$ cat src/rtl/mmio_uart_tx.sv
// mmio_uart_tx: memory-mapped 8N1 UART transmitter.
//
// Two-register MMIO window at mmio_base_addr:
//   +0 TXDATA (write pushes value[7:0] into the TX FIFO)
//   +4 STATUS (reads back via r_data; writes are acknowledged and dropped)
//
// Ports:
//   clock                           system clock, rising-edge active
//   reset                           asynchronous reset, active low
//   memory_mapped_io_control        write request (enable, addr, value, width)
//   memory_mapped_io_r_data         registered STATUS word
//   memory_mapped_io_write_complete one-cycle acknowledge of an accepted write
//   uart_tx                         serial line, idle high

package mmio_uart_tx_pkg;
  parameter int unsigned XLEN = 32;

  typedef struct packed {
    logic            enable;
    logic [XLEN-1:0] addr;
    logic [XLEN-1:0] value;
    logic [1:0]      width;
  } mem_write_control_t;
endpackage

module mmio_uart_tx
  import mmio_uart_tx_pkg::*;
#(
  parameter logic [31:0] mmio_base_addr = 32'h00030000,
  parameter int unsigned clocks_per_bit = 434,
  parameter int unsigned fifo_depth     = 8
) (
  input  logic               clock,
  input  logic               reset,
  input  mem_write_control_t memory_mapped_io_control,
  output logic [XLEN-1:0]    memory_mapped_io_r_data,
  output logic               memory_mapped_io_write_complete,
  output logic               uart_tx
);

  localparam int unsigned PtrW  = $clog2(fifo_depth);
  localparam int unsigned CntW  = PtrW + 1;
  localparam int unsigned BaudW = $clog2(clocks_per_bit);

  localparam logic [BaudW-1:0] BaudReload = BaudW'(clocks_per_bit - 1);
  localparam logic [CntW-1:0]  CntFull    = CntW'(fifo_depth);

  typedef enum logic [1:0] {AccIdle, AccAck, AccWaitRelease} acc_state_e;
  typedef enum logic [1:0] {TxIdle, TxStart, TxData, TxStop} tx_state_e;

  // Bits of the request that do not influence behaviour (width is ignored on purpose).
  logic unused_ctrl_bits;
  assign unused_ctrl_bits = ^{memory_mapped_io_control.width,
                              memory_mapped_io_control.value[XLEN-1:8],
                              memory_mapped_io_control.addr[1:0]};

  // ---------------------------------------------------------------------------
  // Address decode
  // ---------------------------------------------------------------------------
  logic hit;
  logic sel_status;

  assign hit = memory_mapped_io_control.enable &&
               (memory_mapped_io_control.addr[31:3] == mmio_base_addr[31:3]);
  assign sel_status = memory_mapped_io_control.addr[2];

  // ---------------------------------------------------------------------------
  // FIFO state
  // ---------------------------------------------------------------------------
  logic [7:0]      fifo_mem_q [fifo_depth];
  logic [PtrW-1:0] wr_ptr_q, wr_ptr_d;
  logic [PtrW-1:0] rd_ptr_q, rd_ptr_d;
  logic [CntW-1:0] count_q, count_d;
  logic            fifo_full;
  logic            fifo_empty;
  logic [7:0]      fifo_head;
  logic            push;
  logic            pop;

  // Flags come from the registered count, so a push into a full FIFO is refused
  // even when the transmitter pops in the same cycle.
  assign fifo_full  = (count_q == CntFull);
  assign fifo_empty = (count_q == '0);
  assign fifo_head  = fifo_mem_q[rd_ptr_q];

  // ---------------------------------------------------------------------------
  // Write handshake FSM
  // ---------------------------------------------------------------------------
  acc_state_e acc_q, acc_d;

  always_comb begin
    acc_d = acc_q;
    push  = 1'b0;
    unique case (acc_q)
      AccIdle: begin
        if (hit) begin
          if (sel_status) begin
            acc_d = AccAck;
          end else if (!fifo_full) begin
            push  = 1'b1;
            acc_d = AccAck;
          end
        end
      end
      AccAck: acc_d = AccWaitRelease;
      // Waiting for enable to drop keeps a long-held store from pushing twice.
      AccWaitRelease: begin
        if (!memory_mapped_io_control.enable) acc_d = AccIdle;
      end
      default: acc_d = AccIdle;
    endcase
  end

  assign memory_mapped_io_write_complete = (acc_q == AccAck);

  // ---------------------------------------------------------------------------
  // Transmit FSM
  // ---------------------------------------------------------------------------
  tx_state_e       tx_q, tx_d;
  logic [BaudW-1:0] baud_q, baud_d;
  logic [2:0]      bit_idx_q, bit_idx_d;
  logic [7:0]      shift_q, shift_d;
  logic            line_q, line_d;

  always_comb begin
    tx_d      = tx_q;
    baud_d    = baud_q;
    bit_idx_d = bit_idx_q;
    shift_d   = shift_q;
    pop       = 1'b0;
    unique case (tx_q)
      TxIdle: begin
        if (!fifo_empty) begin
          pop     = 1'b1;
          shift_d = fifo_head;
          baud_d  = BaudReload;
          tx_d    = TxStart;
        end
      end
      TxStart: begin
        if (baud_q == '0) begin
          baud_d    = BaudReload;
          bit_idx_d = 3'd0;
          tx_d      = TxData;
        end else begin
          baud_d = baud_q - 1'b1;
        end
      end
      TxData: begin
        if (baud_q == '0) begin
          baud_d  = BaudReload;
          shift_d = {1'b0, shift_q[7:1]};
          if (bit_idx_q == 3'd7) begin
            tx_d = TxStop;
          end else begin
            bit_idx_d = bit_idx_q + 3'd1;
          end
        end else begin
          baud_d = baud_q - 1'b1;
        end
      end
      TxStop: begin
        if (baud_q == '0) begin
          // Chain straight into the next start bit so queued frames are contiguous.
          if (!fifo_empty) begin
            pop     = 1'b1;
            shift_d = fifo_head;
            baud_d  = BaudReload;
            tx_d    = TxStart;
          end else begin
            tx_d = TxIdle;
          end
        end else begin
          baud_d = baud_q - 1'b1;
        end
      end
      default: tx_d = TxIdle;
    endcase
  end

  // The line is registered from the next state so uart_tx is glitch-free yet
  // changes in the same cycle as the state it belongs to.
  always_comb begin
    unique case (tx_d)
      TxStart: line_d = 1'b0;
      TxData:  line_d = shift_d[0];
      default: line_d = 1'b1;
    endcase
  end

  assign uart_tx = line_q;

  // ---------------------------------------------------------------------------
  // FIFO next state
  // ---------------------------------------------------------------------------
  always_comb begin
    wr_ptr_d = push ? wr_ptr_q + PtrW'(1) : wr_ptr_q;
    rd_ptr_d = pop  ? rd_ptr_q + PtrW'(1) : rd_ptr_q;
    unique case ({push, pop})
      2'b10:   count_d = count_q + CntW'(1);
      2'b01:   count_d = count_q - CntW'(1);
      default: count_d = count_q;
    endcase
  end

  // ---------------------------------------------------------------------------
  // STATUS word
  // ---------------------------------------------------------------------------
  logic [XLEN-1:0] status;

  always_comb begin
    status       = '0;
    status[0]    = fifo_full;
    status[1]    = fifo_empty;
    status[2]    = (tx_q != TxIdle);
    status[11:8] = 4'(count_q);
  end

  // ---------------------------------------------------------------------------
  // Registers
  // ---------------------------------------------------------------------------
  always_ff @(posedge clock or negedge reset) begin
    if (!reset) begin
      acc_q                   <= AccIdle;
      tx_q                    <= TxIdle;
      baud_q                  <= '0;
      bit_idx_q               <= 3'd0;
      shift_q                 <= 8'h00;
      line_q                  <= 1'b1;
      wr_ptr_q                <= '0;
      rd_ptr_q                <= '0;
      count_q                 <= '0;
      memory_mapped_io_r_data <= XLEN'(32'h00000002);
    end else begin
      acc_q                   <= acc_d;
      tx_q                    <= tx_d;
      baud_q                  <= baud_d;
      bit_idx_q               <= bit_idx_d;
      shift_q                 <= shift_d;
      line_q                  <= line_d;
      wr_ptr_q                <= wr_ptr_d;
      rd_ptr_q                <= rd_ptr_d;
      count_q                 <= count_d;
      memory_mapped_io_r_data <= status;
    end
  end

  // Storage needs no reset; occupancy is tracked by the pointers and count.
  always_ff @(posedge clock) begin
    if (push) fifo_mem_q[wr_ptr_q] <= memory_mapped_io_control.value[7:0];
  end

endmodule
$ cat config.mk
export PLATFORM = sky130hd
export DESIGN_NAME = mmio_uart_tx
export DESIGN_NICKNAME = d
export VERILOG_FILES = /design/src/rtl/mmio_uart_tx.sv
export SDC_FILE = /design/constraint.sdc
export NUM_CORES = 1
export LEC_CHECK = 0
export ABC_AREA = 1
export CAP_MARGIN = 40
export CELL_PAD_IN_SITES_DETAIL_PLACEMENT = 0
export CELL_PAD_IN_SITES_GLOBAL_PLACEMENT = 1
export CORE_UTILIZATION = 40
export CTS_CLUSTER_DIAMETER = 50
export DETAILED_ROUTE_END_ITERATION = 10
export GPL_TIMING_DRIVEN = 0
export PLACE_DENSITY_LB_ADDON = 0.1
export SLEW_MARGIN = 20
export SYNTH_ARGS = -nofsm -noshare
export SYNTH_HDL_FRONTEND = slang
export SYNTH_SLANG_ARGS = --single-unit
$ cat constraint.sdc
create_clock -name clock -period 2.55 [get_ports clock]
set_input_delay 0.6375 -clock clock [delete_from_list [all_inputs] [get_ports clock]]
set_output_delay 0.6375 -clock clock [all_outputs]
set_load 0.01 [all_outputs]
**Yosys cells after proc, flatten, opt, wreduce, memory -nomap -nowiden**

Memories as Yosys holds them, arrays and structs flattened.
Cells that the tools add are included.

- Input port bits: 69
- Memories kept: 1
- RAM bits: 64
- Output and inout bits: 34
- Register bits after elaboration: 42
- Word-level logic and storage cells: 85

Memory list:

| name | depth | width | read ports | clocked after Yosys merged registers in | write ports | line | text |
|---|---|---|---|---|---|---|---|
| fifo_mem_q | 8 | 8 | 1 | 0 | 1 | 70 | `logic [7:0] fifo_mem_q [fifo_depth];` |

- Add/subtract/negate cells: 6
- Reduce and logical (&&, ||, !) cells: 13
- Muxes and demuxes: 35
- Equal/unequal tests: 19

Operators with widths:

| kind | number |
|---|---|
| 29-bit by 15-bit equality test with 1-bit output, second input constant | 1 |
| 9-bit 2-to-1 mux | 3 |
| 9-bit case mux with 3 select lines | 1 |
| 8-bit 2-to-1 mux | 3 |
| 8-bit case mux with 3 select lines | 1 |
| 2-bit 2-to-1 mux | 9 |
| 2-bit != test, second input constant | 6 |
| 2-bit equality test, second input constant | 5 |
| 3-bit by 1-bit adder with 3-bit output, second input constant | 3 |
| 9-bit logical NOT | 1 |
| 1-bit 2-to-1 mux | 9 |
| 3-bit 2-to-1 mux | 3 |
| 9-bit by 1-bit subtractor with 9-bit output, second input constant | 1 |
| 2-bit by 1-bit equality test with 1-bit output, second input constant | 4 |
| 2-bit case mux with 4 select lines | 1 |
| 4-bit case mux with 2 select lines | 1 |
| 2-bit case mux with 3 select lines | 1 |
| 3-bit case mux with 2 select lines | 1 |
| 3-bit AND reduction | 2 |
| 2-bit nonzero test | 3 |
| 4-bit by 1-bit adder with 4-bit output, second input constant | 1 |
| 4-bit equality test, second input constant | 1 |
| 2-bit logical NOT | 2 |
| 4-bit logical NOT | 1 |
| 8 further kinds | 9 |

**Longest topological paths before layout**

Gate-level depths: netlist of the first run.

- Depth in word-level cells: 7
- Mapped depth: 14
- Depth with buffers taken out: 13

**Worst setup path after synthesis of the first run**

No wires, ideal clock.

- Kind: input-to-reg
- From: input memory_mapped_io_control[62] (netlist name)
- To: register count_q[2]
- Slack: 0.024 ns
- Library setup time: 0.128 ns
- Required time: 2.422 ns
- Cell stages on the path: 11
- Arrival time: 2.397 ns
- Path through: or2_1 > nor3_1 > nand2_1 > nor3b_4 > nand3_1 > ha_1 > xor2_1 > ha_1 > a21oi_1 > xnor2_1 > o21ai_0

- Word-level cells in the longest chain between the ends: 6
- Elaborated cells between the ends (all ways): 8
- Classes of those cells: eq/ne (3); mux (3); reduce/logical (2)

Ends and longest elaborated chain:

| element | line | text |
|---|---|---|
| start, declared | 35 | `input mem_write_control_t memory_mapped_io_control,` |
| 29-bit by 15-bit equality test with 1-bit output * | 64 | `(memory_mapped_io_control.addr[31:3] == mmio_base_addr[31:3]);` |
| 1-bit logical AND * | 63 | `assign hit = memory_mapped_io_control.enable &&` |
| 1-bit 2-to-1 mux * | 96 | `if (hit) begin` |
| 1-bit 2-to-1 mux * | 94 | `unique case (acc_q)` |
| 2-bit by 1-bit equality test with 1-bit output / 2-bit equality test (equally long branches) | 199 | `unique case ({push, pop})` |
| 4-bit case mux with 2 select lines / 2-bit nonzero test (equally long branches) | -- |  |
| end signal, assigned | 243 | `count_q <= count_d;` |
| end, declared | 73 | `logic [CntW-1:0] count_q, count_d;` |

Mark *: on every way between the ends. The rest lies on a longest branch, timed or not.
A chain may end at the register's enable or synchronous reset.

**Final worst setup path of the first run**

- From: input memory_mapped_io_control[54] (netlist name)
- To: memory fifo_mem_q[0][3], enable pin

- Word-level cells in the longest chain between the ends: 6

Ends and longest elaborated chain:

| element | line | text |
|---|---|---|
| 29-bit by 15-bit equality test with 1-bit output | 64 |  |
| 1-bit logical AND | 63 |  |
| 1-bit 2-to-1 mux | 96 |  |
| 1-bit 2-to-1 mux | 94 |  |
| 1-bit 2-to-1 mux | 250 | `if (push) fifo_mem_q[wr_ptr_q] <= memory_mapped_io_control.value[7:0];` |
| 1-bit 2-to-1 mux (not written as such) | 250 |  |
| end, declared | 70 |  |

Every way passes these cells.

==> metrics, run 1 <==
Avg Cell Area, Syn=9.69 um^2; async set-reset flop share out of synthesis=0.396; CP required=2.62 ns; Top Family by Delay on Critical Path=simple AND/OR/NAND/NOR gates; CP Class=primary input to register; CTS Sinks=106; Pwr Density=513 mW/mm^2; Final Total Pwr=3.44 mW; slowest CP cell=clkdlybuf4s50_1; Fin Setup TNS=0 ns; skew final=0.00632 ns; remaining global-route overflow=0; htree depth=3; max_slew headroom=0.641; most frequent cells in the layout=nand2_1 (129), edfxtp_1 (64), nor2_1 (41); register area=0.00298 mm^2; fraction of layout cells with a size suffix above 1=0.189; final setup fails=0; Core Area=0.0128 mm^2; max incr delay on CP=0.43 ns; Area Overhead vs Synth=26.1%; Critical Path AT=2.52 ns; port bufs=49; Final Instance Area=0.00670 mm^2; Initial Utilization=0.416; Static Leak=3.00 nW; Detailed Place HPWL=8.29 mm; pin count of the biggest net entering global routing=23; commonest non-fill, non-tap cell in the layout=nand2_1; Die Ht=117 um; Final Non-Filler Cells=822; Ant. Diodes=0; crit-path cells=clkdlybuf4s50_1 -> nor2_2 -> nand4_1 -> nor3b_4 -> buf_4 -> nand4_2 -> nor2_1 -> buf_4; mapped cell area=0.00531 mm^2; hold slack final=0.241 ns; number of max-slew violations in the final report=0; Vias/cell=4.79; critical path capture point type=register; Pre-Repair DR Iteration Count=5; TritonCTS buffer count=9; min-delay worst type=primary input to asynchronous set/reset pin; Peak VDD IR=0.000632 V; unique cell type count in the Yosys netlist=44; fin crit period=2.45 ns; area of placed instances=0.00618 mm^2; routed wire length=11.8 mm; share of the synthesized area in the top cell type=0.362; Vias=3934; CTS tree=done; clk_lat worst skew=0.36 ns; clk slew on worst S/H paths=0.07 ns; final antenna-violating net count=0; synthesis-stage register bit count=106; critical path's most frequent cell=buf_4; Ys Warns=0; fill cell count=1151; Die ar.=0.0137 mm^2; DRC viols=0; Starting DRT DRC Count=218; dominant cell type by area after synthesis=edfxtp_1; crit path buf inv count=3; pre-CTS setup slack=-0.590 ns; first-pass GRT wire length=18.5 mm; final hold viol count=0; Die X=117 um; outcome=finished, final reports clean; Final period util=0.963; sequential element share of the synthesized area=0.560; Slew @ Worst Pin=0.539 ns; initial antenna violation count=0; cells taking the most area after synthesis=edfxtp_1 (36%), dfrtp_1 (19%), nand2_1 (9.1%), nor2_1 (4.0%), o21ai_0 (3.9%); cells after synthesis=548; Worst Setup SP=memory_mapped_io_control[54]; # rows=41; Reg2Reg Launch Point=tx_q[1]; top_reg_cell synth=edfxtp_1; All-Layer GR Usage=0.182; clock buffer depth=2; drt wl/cell=14.3 um; CP startpoint kind=primary input; Top Ports=103; CTS Root Buffer Type=clkbuf_16; Fmax=407 MHz; post-placement cell count=801; Multi-input gate area=0.00210 mm^2; Max-Cap Viols=0; Post-synth EDFFs=64; routability cong.=0.814; final setup margin=0.0956 ns; vias in the first global route=3640; Core Util, Final=0.525; CP Max Fanout=5; CTS Hold Bufs=0; Nets=728
-- path summary, 6_finish.rpt --
| kind | to | slack (ns) | cells past startpoint |
|---|---|---|---|
| max | fifo_mem_q[0][3] | 0.1 | 8 |
| min | bit_idx_q[2] | 0.24 | 1 |
| max reg2reg | count_q[3] | 0.15 | 9 |
| min reg2reg | memory_mapped_io_r_data[11] | 0.38 | 0 |
| max in group asynchronous | memory_mapped_io_r_data[1] | 1.75 | 2 |
| min in group clock | memory_mapped_io_r_data[11] | 0.38 | 0 |
-- per-layer routing --
| metal | GRT usage | wire, um |
|---|---|---|
| met2 | 0.295 | 5750 |
| met5 | 0 | 0 |
| met4 | 0.0608 | 144 |
| met3 | 0.0433 | 516 |
| met1 | 0.241 | 5360 |
-- logic make-up (layout without fill, tap and decap cells) --
| family | count (synthesis) | in the layout | synth area share |
|---|---|---|---|
| xor gates and xnor gates | 11 | 11 | 0.0181 |
| DFF | 106 | 106 | 0.560 |
| and+or+nand+nor | 260 | 260 | 0.224 |
| AOI/OAI and AO/OA | 77 | 77 | 0.0848 |
| adders and majority gates | 14 | 14 | 0.0330 |
| buffers and inverters | 79 | 157 | 0.0794 |
| other | 1 | 25 | 0.000706 |
-- Yosys cell counts (7+ instances only) --
cell type	number
nand2_1	129
edfxtp_1	64
nor2_1	56
o21ai_0	41
dfrtp_1	40
inv_1	36
nand3_1	34
buf_4	27
o22ai_1	15
ha_1	14
nand4_1	7
o21ai_1	7
-- layout make-up --
cell class | instances | share of cell area
Timing Repair Buffer | 62 | 0.0997
Multi-Input combinational cell | 387 | 0.314
Clock inverter | 7 | 0.0140
Tap cell | 172 | 0.0321
Buffer | 37 | 0.0394
Sequential cell | 106 | 0.444
Clock buffer | 9 | 0.0336
Inverter | 42 | 0.0235
-- registers in the layout (all words and copies together), names as in the netlist --
register and count:
fifo_mem_q 64, baud_q 9, shift_q 8, memory_mapped_io_r_data 7, count_q 4, bit_idx_q 3, rd_ptr_q 3, wr_ptr_q 3
acc_q 2, tx_q 2, uart_tx 1
-- power by group --
part	total (mW)	internal, mW	switching [mW]
Sequential	1.82	1.82	0.00000000915
Clock	1.47	0.791	0.679
Combinational	0.150	0.0820	0.0682
Total	3.44	2.69	0.747
-- what timing repair did --
action,CTS,global route
pin swaps,3,24
buffers inserted,3,2
setup endpoints to repair,15,56
gates resized for setup,10,43
No activity file was read; power rests on OpenSTA's default activity.
==> run 2: changes to the inputs <==
--- a/config.mk
+++ b/config.mk
@@ -14,6 +14,7 @@
 export DETAILED_ROUTE_END_ITERATION = 10
 export GPL_TIMING_DRIVEN = 0
 export PLACE_DENSITY_LB_ADDON = 0.1
+export SKIP_CTS_REPAIR_TIMING = 1
 export SLEW_MARGIN = 20
 export SYNTH_ARGS = -nofsm -noshare
 export SYNTH_HDL_FRONTEND = slang
==> run 2 against run 1 <==
Count of clock-buffer cells in the layout unchanged. Largest cell class unchanged. Sequential power about the same. Largest power group unchanged. Combinational power about the same. Fmax shrank 0.51%. Wire length decreased by 1.2%. Critical path depth increased by 2. Total power about the same. Clock skew is essentially flat. Clock power about the same. Highest routed layer unchanged. Worst setup slack lost 0.013 ns.
==> metrics, run 2 (same netlist as run 1, synthesis figures left out) <==
outcome=finished, final reports clean; Pwr Density=516 mW/mm^2 (+0.49%); min-delay worst type=primary input to asynchronous set/reset pin; final setup fails=0 (unchanged); Starting DRT DRC Count=205 (-6.0%); GRT Max-Usage Layer=met2; met1 usage=0.240 (-0.00133); drt wl/cell=14.2 um (-1.2%); routability cong.=0.814 (unchanged); final hold viol count=0 (unchanged); Pre-Repair DR Iteration Count=4 (-1); crit-path cells=clkdlybuf4s50_1 -> nor2_1 -> nand4_1 -> nor3b_4 -> nand3_2 -> buf_4 -> ha_1 -> inv_1 -> nand3_2 -> xor2_1; CTS Sinks=106 (unchanged); post-placement cell count=801 (unchanged); clk slew on worst S/H paths=0.08 ns (about the same); Top Ports=103 (unchanged); All-Layer GR Usage=0.180 (-0.00246); Die X=117 um (unchanged); GR Layer Usage met2=0.287 (-0.00706); critical path's most frequent cell=nand3_2; initial antenna violation count=0 (unchanged); Die ar.=0.0137 mm^2 (unchanged); R2R cell count=11 (+2); fin crit period=2.47 ns (+0.0127 ns); commonest non-fill, non-tap cell in the layout=nand2_1; met3 usage=0.0433 (unchanged); number of max-slew violations in the final report=0 (unchanged); CTS tree=done; CP Class=primary input to register; Fin Setup TNS=0 ns (unchanged); routed wire length=11.6 mm (-1.2%); Final Instance Area=0.00666 mm^2 (-0.56%); critical path depth in cells=10 (+2); Final period util=0.967 (+0.00496); clock buffer depth=2 (unchanged); max reg flops=64 (unchanged); Critical Path AT=2.71 ns (+0.19 ns); final antenna-violating net count=0 (unchanged); Static Leak=2.93 nW (-2.2%); final setup margin=0.0829 ns (-0.0127 ns); TritonCTS buffer count=9 (unchanged); slowest CP cell=clkdlybuf4s50_1; Final Non-Filler Cells=822 (unchanged); Area Overhead vs Synth=25.4%; CP Max Fanout=5 (unchanged); vias in the first global route=3590 (-1.4%); skew final=0.00610 ns (-0.000216 ns); Multi-input gate area=0.00208 mm^2 (-0.95%); Vias/cell=4.80 (+0.31%); Detailed Place HPWL=8.29 mm (unchanged); max incr delay on CP=0.41 ns (-0.02 ns); remaining global-route overflow=0 (unchanged); crit path buf inv count=3 (unchanged); most frequent cells in the layout=nand2_1 (129), edfxtp_1 (64), nor2_1 (44); Initial Utilization=0.416 (unchanged); Fmax=405 MHz (-0.51%); CTS Root Buffer Type=clkbuf_16; # rows=41 (unchanged); fill cell count=1151 (unchanged); area of placed instances=0.00618 mm^2 (unchanged); DRC viols=0 (unchanged); Core Util, Final=0.522 (-0.00294); Top reg by flops=fifo_mem_q; Final Total Pwr=3.44 mW (about the same); fraction of layout cells with a size suffix above 1=0.183 (-0.00615); CP startpoint kind=primary input; Top Family by Delay on Critical Path=simple AND/OR/NAND/NOR gates; htree depth=3 (unchanged); port bufs=49 (unchanged); CP required=2.80 ns (+0.18 ns); Vias=3946 (+0.31%); pin count of the biggest net entering global routing=23 (unchanged); hold slack final=0.241 ns (+0.000583 ns); critical path capture point type=register; clk_lat worst skew=0.36 ns (about the same); max_slew headroom=0.631 (-0.00954); Max-Cap Viols=0 (unchanged); Peak VDD IR=0.000631 V (-0.30%); Slew @ Worst Pin=0.553 ns (+0.0143 ns); register area=0.00298 mm^2 (unchanged); pre-CTS setup slack=-0.590 ns (unchanged); Ant. Diodes=0 (unchanged); first-pass GRT wire length=18.3 mm (-1.4%); Nets=728 (unchanged); Die Ht=117 um (unchanged); Largest regs=fifo_mem_q x64, baud_q x9, shift_q x8; Core Area=0.0128 mm^2 (unchanged)
==> run 2: path summary, 6_finish.rpt <==
path	from	to	slack, ns
worst max-delay path	memory_mapped_io_control[54]	count_q[3]	0.08
worst min-delay path	reset	bit_idx_q[2]	0.24
worst max register to register	acc_q[1]	count_q[3]	0.17
worst min register to register	count_q[3]	memory_mapped_io_r_data[11]	0.38
max in group asynchronous	reset	memory_mapped_io_r_data[1]	1.75
min in group clock	count_q[3]	memory_mapped_io_r_data[11]	0.38
==> run 2: where the power goes <==
part           internal, mW  switching (mW)  total (mW)
clock                 0.791           0.678        1.47
combinational        0.0822          0.0663       0.149
sequential             1.82   0.00000000906        1.82
==> run 2: worst reg2reg max path: cells and delay by family (launching register included) <==
| kind | cells | cell delay [ns] |
|---|---|---|
| adders and majority gates | 1 | 0.36 |
| DFF | 1 | 0.40 |
| buffers and inverters | 3 | 0.38 |
| xor gates and xnor gates | 1 | 0.15 |
| and+or+nand+nor | 6 | 0.99 |
==> run 2: final cells by class <==
type | count | share of cell area
sequential | 106 | 0.446
timing repair buffer | 62 | 0.0976
multi-input combinational | 387 | 0.312
buffer | 37 | 0.0396
clock buffer | 9 | 0.0338
clock inverter | 7 | 0.0141
tap | 172 | 0.0323
inverter | 42 | 0.0237
==> run 2: layer usage <==
metal,vias up,share of wire
met1,1870,0.47
li1,1993,-
met3,15,0.037
met4,0,0.015
met5,-,0
met2,68,0.48
==> run 3: changes to the inputs <==
--- a/config.mk
+++ b/config.mk
@@ -9,7 +9,8 @@
 export CAP_MARGIN = 40
 export CELL_PAD_IN_SITES_DETAIL_PLACEMENT = 0
 export CELL_PAD_IN_SITES_GLOBAL_PLACEMENT = 1
-export CORE_UTILIZATION = 40
+export CORE_UTILIZATION = 41
+export CTS_BUF_LIST = sky130_fd_sc_hd__clkbuf_8
 export CTS_CLUSTER_DIAMETER = 50
 export DETAILED_ROUTE_END_ITERATION = 10
 export GPL_TIMING_DRIVEN = 0
==> run 3 against run 2 <==
Utilization decreased by 0.43 points. Hold slack got worse by 0.00054 ns. Clock power is 28% lower. Global-route usage increased by 0.56 points. Combinational power increased by 3%. Wire length up 1.0%. Final area down 2.0%. Critical path depth rose by 1. Cell count decreased by 0.12%. Clock skew increased by 0.00060 ns. First-iteration DRC count rose by 3.9%. Worst setup slack got worse by 0.0031 ns. Largest power group unchanged.
==> metrics, run 3 (same netlist as run 1, synthesis figures left out) <==
fill cell count=1196 (+3.9%); clk_lat worst skew=0.38 ns (+0.02 ns); Detailed Place HPWL=8.47 mm (+2.2%); CTS tree=done; final hold viol count=0 (unchanged); Reg2Reg Launch Point=acc_q[1]; DRC viols=0 (unchanged); Pre-Repair DR Iteration Count=5 (+1); max reg flops=64 (unchanged); CP Max Fanout=4 (-1); routability cong.=0.807 (-0.85%); RR Endpoint=count_q[2]; CP startpoint kind=primary input; skew final=0.00670 ns (+0.000596 ns); outcome=finished, final reports clean; Critical Path AT=2.75 ns (+0.04 ns); min-delay worst type=primary input to asynchronous set/reset pin; internal power=2.37 mW (-12%); vias in the first global route=3587 (-0.084%); TritonCTS buffer count=9 (unchanged); critical path capture point type=register; Nets=727 (-0.14%); Slew @ Worst Pin=0.589 ns (+0.0361 ns); R2R Setup Slk=0.16 ns (about the same); max_slew headroom=0.607 (-0.0241); Initial Utilization=0.421 (+0.00507); # rows=41 (unchanged); Peak VDD IR=0.000399 V (-37%); port bufs=49 (unchanged); commonest non-fill, non-tap cell in the layout=nand2_1; CTS Sinks=106 (unchanged); Sw Ratio=0.220 (+0.00325); Vias/cell=4.79 (-0.28%); routed wire length=11.8 mm (+1.0%); Max-Cap Viols=0 (unchanged); number of max-slew violations in the final report=0 (unchanged); sw power=0.668 mW (-10%); Die ar.=0.0134 mm^2 (-2.4%); first-pass GRT wire length=18.6 mm (+1.7%); initial antenna violation count=0 (unchanged); All-Layer GR Usage=0.185 (+0.00561); drt wl/cell=14.3 um (+1.2%); Largest regs=fifo_mem_q x64, baud_q x9, shift_q x8; Core Area=0.0126 mm^2 (-1.2%); Fin Setup TNS=0 ns (unchanged); Top reg by flops=fifo_mem_q; clk slew on worst S/H paths=0.10 ns (+0.02 ns); fraction of layout cells with a size suffix above 1=0.177 (-0.00588); Top Ports=103 (unchanged); Die X=116 um (-1.2%); final setup fails=0 (unchanged); Die Ht=116 um (-1.2%); Area Overhead vs Synth=22.9%; R2R cell count=12 (+1); clock buffer depth=2 (unchanged); combinational share of power=0.051 (+0.008); Fmax=405 MHz (-0.12%); Vias=3930 (-0.41%); CP required=2.83 ns (+0.03 ns); most frequent cells in the layout=nand2_1 (128), edfxtp_1 (64), nor2_1 (47); post-placement cell count=801 (unchanged); sequential share of power=0.599 (+0.069); Final period util=0.969 (+0.00120); fin crit period=2.47 ns (+0.00306 ns); pin count of the biggest net entering global routing=24 (+4.3%); final antenna-violating net count=0 (unchanged); Final Non-Filler Cells=821 (-0.12%); Ant. Diodes=0 (unchanged); CP Class=primary input to register; CTS Root Buffer Type=clkbuf_8; Static Leak=2.85 nW (-2.9%); htree depth=3 (unchanged); Pwr Density=465 mW/mm^2 (-9.8%); clock network power share=0.350 (-0.077); Starting DRT DRC Count=213 (+3.9%); remaining global-route overflow=0 (unchanged)
## run 3: cell count changes in the layout (fill, tap and decap cells not counted), sizes merged
cell           previous run  this run
dlymetal6s2s             19        15
buf                      49        48
clkinv                    3         2
clkdlybuf4s50            29        33
inv                      44        46
clkinvlp                  1         0
## run 3: power groups by stage
stage	combinational (mW)	clock [mW]	sequential [mW]
2_1_floorplan	0.0545	0	1.86
3_3_place_gp	0.142	0	1.86
3_5_place_dp	0.149	0	1.86
4_1_cts	0.149	1.10	1.82
5_1_grt	0.170	1.16	1.82
6_report	0.154	1.06	1.82
## run 3: worst max-delay path, stage by stage
cell	delay, ns
clkdlybuf4s50_1	0.46
nor4_4	0.18
nand2_2	0.11
nor3b_4	0.29
nand3_2	0.17
ha_4	0.21
xor2_2	0.17
ha_2	0.19
a21oi_2	0.11
xnor2_1	0.13
o21ai_1	0.09
## run 3: metrics by stage
stage          area (um^2)  total power, mW  worst slack [ns]  hold WS (ns)  utilization
2_1_floorplan         5400             1.91            0.0244         0.342            -
3_3_place_gp          6110             2.00            -0.585         0.364        0.484
3_5_place_dp          6180             2.01            -0.592         0.367        0.490
4_1_cts               6380             3.07            -0.170         0.242        0.506
5_1_grt               6530             3.15           -0.0415         0.254        0.517
6_report              6530             3.04            0.0799         0.241        0.517
## run 3: metal layers
metal | vias to the layer above | GRT usage | share of wire
li1 | 1991 | - | -
met3 | 7 | 0.0450 | 0.047
met1 | 1852 | 0.241 | 0.45
met2 | 80 | 0.304 | 0.50
met4 | 0 | 0.0641 | 0.0070
met5 | - | 0 | 0
## run 3: cell type report
type                    instances  area, um^2  area share
clock buffers                   9         124      0.0190
well taps                     172         215      0.0330
clock inverters                 7        75.1      0.0115
inverters                      42         158      0.0241
multi-input cells             387        2080       0.319
flip-flops and latches        106        2980       0.456
repair buffers                 61         633      0.0970
plain buffers                  37         264      0.0404
## run 3: worst max-delay path by stage
| stage | startpoint | to |
|---|---|---|
| 2_1_floorplan | memory_mapped_io_control[62] | count_q[2] |
| 4_1_cts | memory_mapped_io_control[62] | count_q[2] |
| 3_3_place_gp | memory_mapped_io_control[62] | fifo_mem_q[7][1] |
| 5_1_grt | memory_mapped_io_control[64] | count_q[2] |
| 6_report | memory_mapped_io_control[64] | count_q[2] |
| 3_5_place_dp | memory_mapped_io_control[62] | count_q[2] |
